File: config.mk
export PLATFORM = sky130hd
export DESIGN_NAME = instr_feeder
export DESIGN_NICKNAME = d
export VERILOG_FILES = /design/src/rtl/instr_feeder.sv
export SDC_FILE = /design/constraint.sdc
export NUM_CORES = 1
export LEC_CHECK = 0
export CAP_MARGIN = 30
export CORE_ASPECT_RATIO = 0.8
export CORE_MARGIN = 2
export CORE_UTILIZATION = 55
export CTS_BUF_LIST = sky130_fd_sc_hd__clkbuf_16
export DETAILED_ROUTE_END_ITERATION = 16
export GPL_TIMING_DRIVEN = 0
export PLACE_DENSITY = 0.76
export SYNTH_ARGS = -nofsm -noshare
export SYNTH_HDL_FRONTEND = slang
export SYNTH_SLANG_ARGS = --single-unit
File: constraint.sdc
create_clock -name Clock -period 6.8 [get_ports Clock]
set_input_delay 1.36 -clock Clock [delete_from_list [all_inputs] [get_ports Clock]]
set_output_delay 1.36 -clock Clock [all_outputs]
set_load 0.02 [all_outputs]
File: src/rtl/instr_feeder.sv
// Instruction feeder: a 32x16 program memory sequenced into a processor one word
// at a time, with mvi immediates, halt, stop handshake and a completion watchdog.
module instr_feeder (
    input  logic        Clock,
    input  logic        Resetn,
    input  logic        Start,
    input  logic        Stop,
    input  logic        LdEn,
    input  logic [4:0]  LdAddr,
    input  logic [15:0] LdData,
    input  logic        Done,
    output logic [15:0] DIN,
    output logic        Run,
    output logic [4:0]  PC,
    output logic        Busy,
    output logic        Halted,
    output logic        Err
);

    typedef enum logic [2:0] {
        ST_IDLE  = 3'd0,
        ST_ISSUE = 3'd1,
        ST_IMM   = 3'd2,
        ST_WAIT  = 3'd3,
        ST_HALT  = 3'd4,
        ST_ERROR = 3'd5
    } state_e;

    localparam logic [2:0] OP_MVI  = 3'b001;
    localparam logic [2:0] OP_HALT = 3'b111;
    localparam logic [2:0] WD_LAST = 3'd5;

    function automatic logic [2:0] opcode_f(input logic [15:0] word);
        return word[8:6];
    endfunction

    state_e      state_q, state_d;
    logic [4:0]  pc_q, pc_d;
    logic [2:0]  wd_q, wd_d;
    logic        busy_q, busy_d;
    logic        halted_q, halted_d;
    logic        err_q, err_d;
    logic [15:0] mem_q [32];
    logic [15:0] mem_d [32];
    logic [15:0] word_s;

    assign word_s = mem_q[pc_q];

    // Program-memory write path; loads are locked out while an instruction is in flight
    always_comb begin
        mem_d = mem_q;
        if (LdEn && !busy_q) begin
            mem_d[LdAddr] = LdData;
        end else begin
            mem_d = mem_q;
        end
    end

    // Program memory has no reset so a loaded program survives Resetn
    always_ff @(posedge Clock) begin
        mem_q <= mem_d;
    end

    // Next-state, PC and watchdog logic
    always_comb begin
        state_d = state_q;
        pc_d    = pc_q;
        wd_d    = wd_q;
        case (state_q)
            ST_IDLE, ST_HALT, ST_ERROR: begin
                if (Start) begin
                    state_d = ST_ISSUE;
                    pc_d    = 5'd0;
                end else begin
                    state_d = state_q;
                end
            end
            ST_ISSUE: begin
                // Done is ignored here: the processor is only loading its IR
                case (opcode_f(word_s))
                    OP_HALT: state_d = ST_HALT;
                    OP_MVI: begin
                        state_d = ST_IMM;
                        pc_d    = pc_q + 5'd1;
                    end
                    default: begin
                        state_d = ST_WAIT;
                        pc_d    = pc_q + 5'd1;
                    end
                endcase
            end
            ST_IMM: begin
                pc_d = pc_q + 5'd1;
                if (Done) begin
                    state_d = Stop ? ST_IDLE : ST_ISSUE;
                end else begin
                    state_d = ST_WAIT;
                end
            end
            ST_WAIT: begin
                if (Done) begin
                    state_d = Stop ? ST_IDLE : ST_ISSUE;
                end else if (wd_q == WD_LAST) begin
                    state_d = ST_ERROR;
                end else begin
                    wd_d = wd_q + 3'd1;
                end
            end
            default: begin
                state_d = ST_IDLE;
                pc_d    = 5'd0;
                wd_d    = 3'd0;
            end
        endcase

        // Any fresh entry into IMM or WAIT restarts the watchdog
        if (((state_d == ST_IMM) || (state_d == ST_WAIT)) && (state_d != state_q)) begin
            wd_d = 3'd0;
        end else begin
            wd_d = wd_d;
        end

        busy_d   = (state_d == ST_ISSUE) || (state_d == ST_IMM) || (state_d == ST_WAIT);
        halted_d = (state_d == ST_HALT);
        err_d    = (state_d == ST_ERROR);
    end

    // State register; status flags are flopped from the next state so they never glitch
    always_ff @(posedge Clock or negedge Resetn) begin
        if (!Resetn) begin
            state_q  <= ST_IDLE;
            pc_q     <= 5'd0;
            wd_q     <= 3'd0;
            busy_q   <= 1'b0;
            halted_q <= 1'b0;
            err_q    <= 1'b0;
        end else begin
            state_q  <= state_d;
            pc_q     <= pc_d;
            wd_q     <= wd_d;
            busy_q   <= busy_d;
            halted_q <= halted_d;
            err_q    <= err_d;
        end
    end

    // Word presented to the processor: live memory read in ISSUE and IMM, zero otherwise
    always_comb begin
        if ((state_q == ST_ISSUE) || (state_q == ST_IMM)) begin
            DIN = word_s;
        end else begin
            DIN = 16'h0000;
        end
    end

    assign Run    = busy_q;
    assign Busy   = busy_q;
    assign Halted = halted_q;
    assign Err    = err_q;
    assign PC     = pc_q;

endmodule

==> summary.md, run 1 <==
| Metric | Value |
|---|---|
| Seq/Total Area, Yosys | `75.88%` |
| Largest net degree at the start of global routing | `33` |
| Layout cells sized above 1 | `29.07%` |
| Number of top-level pins | `52` |
| Synthesized cell area | `0.02072 sq mm` |
| Drt drc | `0` |
| Clk sink count | `526` |
| Core Region | `0.03713 sq mm` |
| Maximum root-to-sink buffer count | `3` |
| Ys async rst share | `2.662%` |
| Initial drt markers | `1,706` |
| Die area | `0.03926 sq mm` |
| EDFF count, synth | `512` |
| Clock slew at reported path FFs | `60 ps` |
| Crit. Startpoint | `PC[1]$_DFFE_PN0P_` |
| Starting Density | `55.82%` |
| Area Overhead vs Synth | `17.70%` |
| RSZ-0062 raised after global routing | `false` |
| Final Max Slew Viols | `0` |
| Port Buffer Count | `51` |
| Min cycle time layout | `5818 ps` |
| HP Start | `wd_q[1]$_DFFE_PN0P_` |
| Routed WL | `49.94 mm` |
| Peak supply drop | `0.3126 mV` |
| RD Place Congestion | `0.9220` |
| Width of the die | `221.0 um` |
| Post CTS Setup Buffer Count | `0` |
| DRT Pass-1 Iters | `5` |
| Average cell area after synthesis | `21.86 sq um` |
| Worst-case clock skew | `16.96 ps` |
| Final Hold Vio Count | `0` |
| Tcrit/Tclk final | `85.56%` |
| Initial antenna violation count | `1` |
| Post-Syn Nets | `978` |
| Pre-CTS setup slack | `1659 ps` |
| Root Driver | `clkbuf_16` |
| #FFs+latches synth | `526` |
| Reg2reg start | `PC[1]$_DFFE_PN0P_` |
| Warnings from Yosys | `0` |
| Worst min path class | `reg2reg` |
| Syn Inst Count | `948` |
| FMAX | `0.1719 GHz` |
| Slew HR | `26.07%` |
| Total Neg Setup Slack | `0 ps` |
| Global-route wire length before repair | `72.23 mm` |
| Wirelength per Cell | `30.77 um` |
| Post-route ant nets | `0` |
| DR vias/cell | `6.500` |
| Detailed Place HPWL | `31.12 mm` |
| Nets@finish | `1,126` |
| Fillers | `2,276` |
| Vias in the first global route | `10,560` |
| Main flop type after synthesis | `edfxtp_1` |
| Max Cap Viol | `0` |
| H-tree depth | `2` |
| CTS hold repair buffers | `0` |
| Gr usage total | `25.96%` |
| Pleak | `7.739 nW` |
| Worst-margin pin slew | `1106 ps` |
| Worst endpoint required time | `5440 ps` |
| Status | `finished clean` |
| CTS Buf Count | `49` |
| CTS tree | `yes` |
| Grt ovf | `0` |
| Crit path capture type | `primary output` |
| CP Class | `reg2out` |
| Worst Hold Slack | `594.4 ps` |
| Final setup violation count | `0` |
| # rows | `63` |
| Power per cell area | `376.7 mW/mm^2` |
| CP arrival | `4460 ps` |
| Die H | `177.6 um` |
| Later-pin clock latency in the skew report | `590 ps` |
| Via Count | `10,550` |
| CP Max Fanout | `10` |
| Startpoint Class | `flop` |
| # resized after CTS | `0` |
| Final setup margin | `981.9 ps` |
| Count of different cell masters after synthesis | `52` |
-- area by class of cell --
| type | instances | area, sq um | share of cell area, % |
|---|---|---|---|
| sequential | 526 | 15730 | 64.47 |
| multi-input combinational | 362 | 4777 | 19.59 |
| timing repair buffer | 97 | 1420 | 5.822 |
| clock buffer | 50 | 1251 | 5.130 |
| tap | 487 | 609.3 | 2.498 |
| clock inverter | 40 | 305.3 | 1.252 |
| buffer | 53 | 274.0 | 1.123 |
| inverter | 7 | 26.28 | 0.1077 |
| antenna | 1 | 2.502 | 0.01026 |
-- critical path: stages (launching register included) --
cell and delay [ps]:
dfrtp_1 410, buf_6 180, buf_4 240, buf_2 310, buf_1 820, mux4_2 410
mux4_2 520, mux2i_1 200, nor2_1 150, clkdlybuf4s50_1 610
-- power by group --
group          switching [mW]  internal [mW]
Combinational            1.56           1.30
Clock                    1.19           1.49
Sequential             0.0394           3.61
-- kinds of logic after synthesis --
family	after synthesis	synth area share, %
multiplexers	174	17.65
AO/OA/AOI/OAI	43	1.485
AND/OR/NAND/NOR	141	3.309
adder cells (fa/ha/maj)	3	0.1812
buffers and inverters	60	1.449
flip-flops	526	75.88
XOR/XNOR	1	0.04227
-- placed cells by master (no fill, tap or decap), types with 8 or more instances in the layout --
cell type and instances:
buf_8 27, clkbuf_16 51, edfxtp_1 512, nand3_1 15
buf_2 18, buf_1 9, clkdlybuf4s50_1 51, nor2_2 32
buf_4 8, clkinv_1 12, mux2i_1 17, nand2_1 19
nor2_1 32, inv_1 19, mux4_2 146, clkinv_2 8
dfrtp_1 14, clkbuf_1 15, buf_16 17
-- registers in the layout, indices dropped and copies added, names as in the netlist --
name / flops
wd_q: 3
PC: 5
Halted: 1
Err: 1
Busy: 1
mem_q: 512
state_q: 3
-- per-layer routing --
metal	part of all wire [%]	vias to the layer above	track usage, %
li1	-	4302	-
met1	39	5488	37.16
met2	47	670	40.77
met3	11	89	5.745
met4	2.7	0	8.054
met5	0	-	0
-- cells in the mapped netlist (2+ instances only) --
cell,n,area [sq um]
dfrtp_1,14,350.3
o22ai_1,3,18.77
or3_1,3,18.77
ha_1,3,37.54
mux2_2,6,67.56
edfxtp_1,512,15370
nand2_1,19,71.32
mux4_2,146,3288
nand4_1,4,25.02
a21oi_1,7,35.03
nor3_1,6,30.03
buf_1,9,33.78
and2_1,2,12.51
nor3b_1,3,22.52
nand3_1,15,75.07
nor4_1,4,25.02
or4b_1,2,20.02
clkbuf_1,15,56.30
o31ai_1,3,22.52
inv_1,7,26.28
a211oi_1,2,15.01
mux2i_1,17,170.2
or3b_2,3,26.28
nor2_1,64,240.2
a221oi_1,3,26.28
mux4_1,5,131.4
a22oi_1,4,30.03
o21ai_0,6,30.03
buf_4,8,60.06
a211o_1,2,17.52
nand2b_1,3,18.77
a2111oi_0,4,35.03
buf_6,3,33.78
nand3b_1,4,30.03
nor2b_1,3,18.77
buf_2,18,90.09
-- through the flow --
stage,instance area (sq um),power (mW),utilization [%],instances
6_report,24390,9.188,65.70,1623
5_1_grt,24390,9.477,65.69,1622
4_1_cts,24170,9.182,65.09,1611
3_5_place_dp,22610,6.501,60.90,1521
3_3_place_gp,21840,6.441,58.83,1486
2_1_floorplan,20720,5.545,-,948
-- final timing paths --
kind | end | slack, ps | cells after the start
setup reg to reg | PC[3]$_DFFE_PN0P_ | 3810 | 11
hold / removal | wd_q[1]$_DFFE_PN0P_ | 590 | 2
hold reg to reg | wd_q[1]$_DFFE_PN0P_ | 590 | 2
setup / recovery | DIN[14] | 980 | 9
max in group asynchronous | wd_q[0]$_DFFE_PN0P_ | 5170 | 1
min in group asynchronous | state_q[0]$_DFF_PN0_ | 1190 | 1
(Power assumes the default switching activity.)
==> run 2, diff against run 1 <==
--- a/config.mk
+++ b/config.mk
@@ -8,11 +8,11 @@
 export CAP_MARGIN = 30
 export CORE_ASPECT_RATIO = 0.8
 export CORE_MARGIN = 2
-export CORE_UTILIZATION = 55
+export CORE_UTILIZATION = 64
 export CTS_BUF_LIST = sky130_fd_sc_hd__clkbuf_16
 export DETAILED_ROUTE_END_ITERATION = 16
 export GPL_TIMING_DRIVEN = 0
-export PLACE_DENSITY = 0.76
+export PLACE_DENSITY = 0.86
 export SYNTH_ARGS = -nofsm -noshare
 export SYNTH_HDL_FRONTEND = slang
 export SYNTH_SLANG_ARGS = --single-unit
==> run 2 against run 1 <==
Compared with the run above: design area decreased by 0.34%; global-route usage increased by 9.6 points; via count increased by 12%; fmax decreased by 5.8%; non-clock buffer count increased by 6; critical endpoint is now DIN[12].
==> summary.md, run 2 (synthesis gave the netlist of run 1 again) <==
| Metric | Value |
|---|---|
| Status | `finished clean (unchanged)` |
| Max reg flops | `512 (unchanged)` |
| Largest net degree at the start of global routing | `33 (unchanged)` |
| Initial drt markers | `2,190 (was 1,706)` |
| Width of the die | `205.2 um (was 221.0 um)` |
| DRT Pass-1 Iters | `6 (was 5)` |
| Pleak | `7.750 nW (was 7.739 nW)` |
| Maximum root-to-sink buffer count | `3 (unchanged)` |
| Most common cell after layout, fill and taps aside | `edfxtp_1 (unchanged)` |
| Worst endpoint required time | `5440 ps (about the same)` |
| Cell family with most CP delay | `buffers and inverters (unchanged)` |
| Non-Filler Instances | `1,559 (was 1,623)` |
| CP Buf/Inv Count | `5 (unchanged)` |
| Power per cell area | `388.0 mW/mm^2 (was 376.7 mW/mm^2)` |
| RD Place Congestion | `0.9385 (was 0.9220)` |
| Final Max Slew Viols | `0 (unchanged)` |
| Vias in the first global route | `11,290 (was 10,560)` |
| CTS hold repair buffers | `0 (unchanged)` |
| Gr usage total | `35.52% (was 25.96%)` |
| # resized after CTS | `0 (unchanged)` |
| Worst-case clock skew | `26.00 ps (was 16.96 ps)` |
| CP Class | `reg2out (unchanged)` |
| Via Count | `11,830 (was 10,550)` |
| CTS tree | `yes (unchanged)` |
| FF-to-FF path depth | `11 (unchanged)` |
| Total Neg Setup Slack | `0 ps (unchanged)` |
| Post CTS Setup Buffer Count | `0 (unchanged)` |
| Port Buffer Count | `51 (unchanged)` |
| Area Overhead vs Synth | `17.30% (was 17.70%)` |
| Clk sink count | `526 (unchanged)` |
| Worst-margin pin slew | `1045 ps (was 1106 ps)` |
| Detailed Place HPWL | `33.54 mm (was 31.12 mm)` |
| Final Hold Vio Count | `0 (unchanged)` |
| Post-route ant nets | `0 (unchanged)` |
| Routed WL | `60.79 mm (was 49.94 mm)` |
| Number of top-level pins | `52 (unchanged)` |
| Critical-path cell with the highest stage delay | `clkbuf_1 (was buf_1)` |
| H-tree depth | `2 (unchanged)` |
| DR vias/cell | `7.590 (was 6.500)` |
| Root Driver | `clkbuf_16 (unchanged)` |
| Slew HR | `30.35% (was 26.07%)` |
| CTS Buf Count | `48 (was 49)` |
| Layout cells sized above 1 | `29.53% (was 29.07%)` |
| Min cycle time layout | `6177 ps (was 5818 ps)` |
| Final setup violation count | `0 (unchanged)` |
| Worst min path class | `reg2reg (unchanged)` |
| Startpoint Class | `flop (unchanged)` |
| CP peak stage delay | `790 ps (was 820 ps)` |
| FMAX | `0.1619 GHz (was 0.1719 GHz)` |
| Die H | `164.9 um (was 177.6 um)` |
| Wirelength per Cell | `38.99 um (was 30.77 um)` |
| Initial antenna violation count | `1 (unchanged)` |
| Later-pin clock latency in the skew report | `590 ps (about the same)` |
| Hold path depth | `2 (unchanged)` |
| Peak supply drop | `0.3199 mV (was 0.3126 mV)` |
| Grt ovf | `0 (unchanged)` |
| Drt drc | `0 (unchanged)` |
| Fillers | `1,541 (was 2,276)` |
| Nets@finish | `1,131 (was 1,126)` |
| Placed Instances | `1,455 (was 1,521)` |
| Most frequent cells in the layout | `edfxtp_1, mux4_2, clkbuf_16 (was edfxtp_1, mux4_2, clkbuf_16, clkdlybuf4s50_1)` |
| Worst-path cell chain | `buf_6 -> buf_4 -> buf_2 -> clkbuf_1 -> mux4_2 -> mux4_2 -> mux2i_1 -> nor2_1 -> clkdlybuf4s50_1 (was buf_6 -> buf_4 -> buf_2 -> buf_1 -> mux4_2 -> mux4_2 -> mux2i_1 -> nor2_1 -> clkdlybuf4s50_1)` |
| Global-route wire length before repair | `81.94 mm (was 72.23 mm)` |
| RSZ-0062 raised after global routing | `false (unchanged)` |
| CP Max Fanout | `10 (unchanged)` |
| CP arrival | `4820 ps (was 4460 ps)` |
| Tcrit/Tclk final | `90.84% (was 85.56%)` |
| Die area | `0.03384 sq mm (was 0.03926 sq mm)` |
| Most used cell, CP | `mux4_2 (unchanged)` |
| Core Region | `0.03164 sq mm (was 0.03713 sq mm)` |
| Starting Density | `65.49% (was 55.82%)` |
| Crit path capture type | `primary output (unchanged)` |
| Max Cap Viol | `0 (unchanged)` |
| Clock slew at reported path FFs | `60 ps (about the same)` |
| # rows | `58 (was 63)` |
| Biggest register | `mem_q (unchanged)` |
| WP depth | `9 (unchanged)` |
run 2: cell types whose count changed in the layout (fill, tap and decap cells not counted), sizes merged:
| cell | before | now |
|---|---|---|
| inv | 21 | 16 |
| clkbuf | 66 | 69 |
| clkinv | 21 | 24 |
| buf | 83 | 85 |
| bufinv | 4 | 5 |
| clkinvlp | 1 | 0 |
run 2: cell type report:
type	count	area, sq um	area share, %
Clock inverter	38	329.1	1.354
Multi-Input combinational cell	362	4777	19.65
Sequential cell	526	15730	64.69
Tap cell	420	525.5	2.162
Timing Repair Buffer	103	1423	5.852
Clock buffer	49	1226	5.044
Inverter	7	26.28	0.1081
Buffer	53	274.0	1.127
Antenna cell	1	2.502	0.01029
run 2: final timing paths:
path / slack [ps] / end / from
max: 620 / DIN[12] / PC[1]$_DFFE_PN0P_
min: 600 / wd_q[1]$_DFFE_PN0P_ / wd_q[1]$_DFFE_PN0P_
max reg2reg: 3790 / PC[3]$_DFFE_PN0P_ / PC[1]$_DFFE_PN0P_
min reg2reg: 600 / wd_q[1]$_DFFE_PN0P_ / wd_q[1]$_DFFE_PN0P_
max in group asynchronous: 5170 / wd_q[2]$_DFFE_PN0P_ / Resetn
min in group asynchronous: 1200 / state_q[0]$_DFF_PN0_ / Resetn
run 2: worst register-to-register path: cells and delay by family, from the launching register on:
kind            cells  cell delay [ps]
simple gates        1              210
flops               1              410
compound gates      5              750
buf+inv             5             1510
run 2: per-stage QoR:
step / power (mW) / setup slack [ps] / cell area [sq um] / hold slack, ps / util, %
3_5_place_dp: 6.534 / 1650 / 22410 / 598.3 / 70.84
4_1_cts: 9.279 / 822.7 / 23970 / 606.8 / 75.76
6_report: 9.431 / 622.8 / 24310 / 603.6 / 76.83
3_3_place_gp: 6.405 / 1739 / 21760 / 574.7 / 68.77
5_1_grt: 9.623 / 618.2 / 24310 / 645.2 / 76.82
2_1_floorplan: 5.545 / 2955 / 20720 / 549.7 / -
run 2: power by group:
part	internal [mW]	switching [mW]	leakage [nW]
registers	3.61	0.0452	4.79
clock network	1.50	1.27	0.799
logic	1.31	1.70	2.16
total	6.42	3.01	7.75
run 2: per-layer routing:
metal	vias to the layer above	global-route usage [%]	part of all wire (%)	routed length, um
met4	0	13.02	5.0	3053
met5	-	0	0	0
met1	6030	48.39	33	19830
met2	1264	56.86	48	29280
li1	4304	-	-	-
met3	235	9.215	14	8627
==> run 3, diff against run 2 <==
--- a/config.mk
+++ b/config.mk
@@ -7,7 +7,6 @@
 export LEC_CHECK = 0
 export CAP_MARGIN = 30
 export CORE_ASPECT_RATIO = 0.8
-export CORE_MARGIN = 2
 export CORE_UTILIZATION = 64
 export CTS_BUF_LIST = sky130_fd_sc_hd__clkbuf_16
 export DETAILED_ROUTE_END_ITERATION = 16
==> run 3 against run 2 <==
Compared with the run above: fmax increased by 1.7%; wire length increased by 0.88%; non-clock buffer count decreased by 4; largest power group unchanged; sequential power about the same; utilization decreased by 0.37 points; power decreased by 0.41%; final cell count decreased by 0.26%.
==> summary.md, run 3 (synthesis gave the netlist of run 1 again) <==
| Metric | Value |
|---|---|
| CP Max Fanout | `10 (unchanged)` |
| Worst Hold Slack | `591.9 ps (was 603.6 ps)` |
| Min cycle time layout | `6074 ps (was 6177 ps)` |
| # rows | `58 (unchanged)` |
| CP arrival | `4710 ps (was 4820 ps)` |
| Clock slew at reported path FFs | `60 ps (about the same)` |
| Grt ovf | `0 (unchanged)` |
| Max reg flops | `512 (unchanged)` |
| Core Region | `0.03164 sq mm (unchanged)` |
| Most frequent cells in the layout | `edfxtp_1, mux4_2, clkbuf_16 (unchanged)` |
| CTS hold repair buffers | `0 (unchanged)` |
| CP Buf/Inv Count | `5 (unchanged)` |
| Die H | `162.9 um (was 164.9 um)` |
| CP Class | `reg2out (unchanged)` |
| Layout cells sized above 1 | `30.22% (was 29.53%)` |
| Routed WL | `61.32 mm (was 60.79 mm)` |
| Final setup violation count | `0 (unchanged)` |
| RSZ-0062 raised after global routing | `false (unchanged)` |
| Reg2reg setup slack | `3700 ps (was 3790 ps)` |
| Critical-path cell with the highest stage delay | `buf_1 (was clkbuf_1)` |
| Drt drc | `0 (unchanged)` |
| Startpoint Class | `flop (unchanged)` |
| Reg2Reg Capture Point | `PC[3]$_DFFE_PN0P_ (unchanged)` |
| Area Overhead vs Synth | `16.74% (was 17.30%)` |
| Wirelength per Cell | `39.43 um (was 38.99 um)` |
| Later-pin clock latency in the skew report | `570 ps (was 590 ps)` |
| DRT Pass-1 Iters | `6 (unchanged)` |
| DR vias/cell | `7.581 (was 7.590)` |
| Cell family with most CP delay | `buffers and inverters (unchanged)` |
| Most used cell, CP | `mux4_2 (unchanged)` |
| Slew HR | `20.05% (was 30.35%)` |
| Worst-case clock skew | `29.03 ps (was 26.00 ps)` |
| Post-route ant nets | `0 (unchanged)` |
| Width of the die | `203.2 um (was 205.2 um)` |
| Starting Density | `65.49% (unchanged)` |
| # resized after CTS | `0 (unchanged)` |
| Tcrit/Tclk final | `89.32% (was 90.84%)` |
| H-tree depth | `2 (unchanged)` |
| Final Max Slew Viols | `0 (unchanged)` |
| Largest net degree at the start of global routing | `33 (unchanged)` |
| Biggest register | `mem_q (unchanged)` |
| Clk sink count | `526 (unchanged)` |
| Initial antenna violation count | `2 (was 1)` |
| Vias in the first global route | `11,410 (was 11,290)` |
| Global-route wire length before repair | `80.05 mm (was 81.94 mm)` |
| Total Neg Setup Slack | `0 ps (unchanged)` |
| Status | `finished clean (unchanged)` |
| Worst min path class | `reg2reg (unchanged)` |
| Hold Crit Endpoint | `wd_q[1]$_DFFE_PN0P_ (unchanged)` |
| Reg2reg start | `PC[1]$_DFFE_PN0P_ (unchanged)` |
| Number of top-level pins | `52 (unchanged)` |
| Final Hold Vio Count | `0 (unchanged)` |
| Non-Filler Instances | `1,555 (was 1,559)` |
| Pleak | `7.685 nW (was 7.750 nW)` |
| Placed Instances | `1,454 (was 1,455)` |
| Max Cap Viol | `0 (unchanged)` |
| CTS Buf Count | `48 (unchanged)` |
| Root Driver | `clkbuf_16 (unchanged)` |
| Tot Pwr | `9.393 mW (was 9.431 mW)` |
| Nets@finish | `1,127 (was 1,131)` |
| Worst-margin pin slew | `1196 ps (was 1045 ps)` |
| FMAX | `0.1646 GHz (was 0.1619 GHz)` |
| HP Start | `wd_q[1]$_DFFE_PN0P_ (unchanged)` |
| Most common cell after layout, fill and taps aside | `edfxtp_1 (unchanged)` |
| ANT cells | `0 (was 1)` |
| FF-to-FF path depth | `11 (unchanged)` |
| Detailed Place HPWL | `33.05 mm (was 33.54 mm)` |
| Port Buffer Count | `51 (unchanged)` |
| CTS tree | `yes (unchanged)` |
| Gr usage total | `35.33% (was 35.52%)` |
| Worst endpoint required time | `5440 ps (about the same)` |
| Crit path capture type | `primary output (unchanged)` |
| Power per cell area | `388.3 mW/mm^2 (was 388.0 mW/mm^2)` |
| Maximum root-to-sink buffer count | `3 (unchanged)` |
| Worst-path cell chain | `buf_6 -> buf_4 -> buf_2 -> buf_1 -> mux4_2 -> mux4_2 -> mux2i_1 -> nor2_1 -> clkdlybuf4s50_1 (was buf_6 -> buf_4 -> buf_2 -> clkbuf_1 -> mux4_2 -> mux4_2 -> mux2i_1 -> nor2_1 -> clkdlybuf4s50_1)` |
| Initial drt markers | `2,091 (was 2,190)` |
| RD Place Congestion | `0.9146 (was 0.9385)` |
| Final Util | `76.46% (was 76.83%)` |
| Die area | `0.03311 sq mm (was 0.03384 sq mm)` |
| CP peak stage delay | `910 ps (was 790 ps)` |
| Via Count | `11,790 (was 11,830)` |
| Peak supply drop | `0.2971 mV (was 0.3199 mV)` |
| Hold path depth | `2 (unchanged)` |
| Post CTS Setup Buffer Count | `0 (unchanged)` |
run 3: changes by cell type in the layout (fill, tap and decap cells not counted), sizes merged:
| cell | delta |
|---|---|
| buf | -3 |
| inv | -4 |
| clkbuf | -2 |
| diode | -1 |
| clkinv | +4 |
| clkinvlp | +3 |
| bufinv | -1 |
run 3: area by class of cell:
class	instances	area [sq um]
clock buffers	48	1201
fillers	1553	7450
repair buffers	99	1349
multi-input cells	362	4777
well taps	420	525.5
clock inverters	40	312.8
flip-flops and latches	526	15730
plain buffers	53	274.0
inverters	7	26.28
run 3: worst max-delay path by stage:
stage | start | to | slack [ps] | depth (start not counted)
after floorplan | PC[0]$_DFFE_PN0P_ | DIN[0] | 2960 | 7
after global placement | PC[1]$_DFFE_PN0P_ | DIN[14] | 1710 | 9
after detailed placement | PC[1]$_DFFE_PN0P_ | DIN[14] | 1620 | 9
after CTS | PC[1]$_DFFE_PN0P_ | DIN[14] | 960 | 9
after global routing | PC[1]$_DFFE_PN0P_ | DIN[14] | 750 | 9
final | PC[1]$_DFFE_PN0P_ | DIN[14] | 730 | 9
run 3: layer usage:
metal  share of wire, %  wire [um]  up-vias  GRT usage, %
met4                5.2       3202        2         17.26
met5              0.020         12        -             0
met2                 49      30040     1298         56.79
met1                 32      19760     5961         46.21
met3                 14       8308      244         8.463
li1                   -          -     4284             -
run 3: where the power goes:
group / switching (mW) / internal [mW]
Sequential: 0.0464 / 3.61
Combinational: 1.74 / 1.31
Clock: 1.25 / 1.45
run 3: worst register-to-register path, stage by stage, from the launching register on:
cell,delay (ps)
dfrtp_1,410
buf_6,200
buf_4,260
buf_2,320
buf_2,370
buf_4,380
nand3_1,200
o21ai_0,210
a21oi_1,100
o21ai_0,190
o31ai_1,110
a211o_1,240
run 3: stage by stage:
step                      cell area [sq um]  worst slack [ps]
after floorplan                       20720              2955
after global placement                21760              1714
after detailed placement              22400              1616
after CTS                             23910             957.5
after global routing                  24190             754.8
final                                 24190             726.4
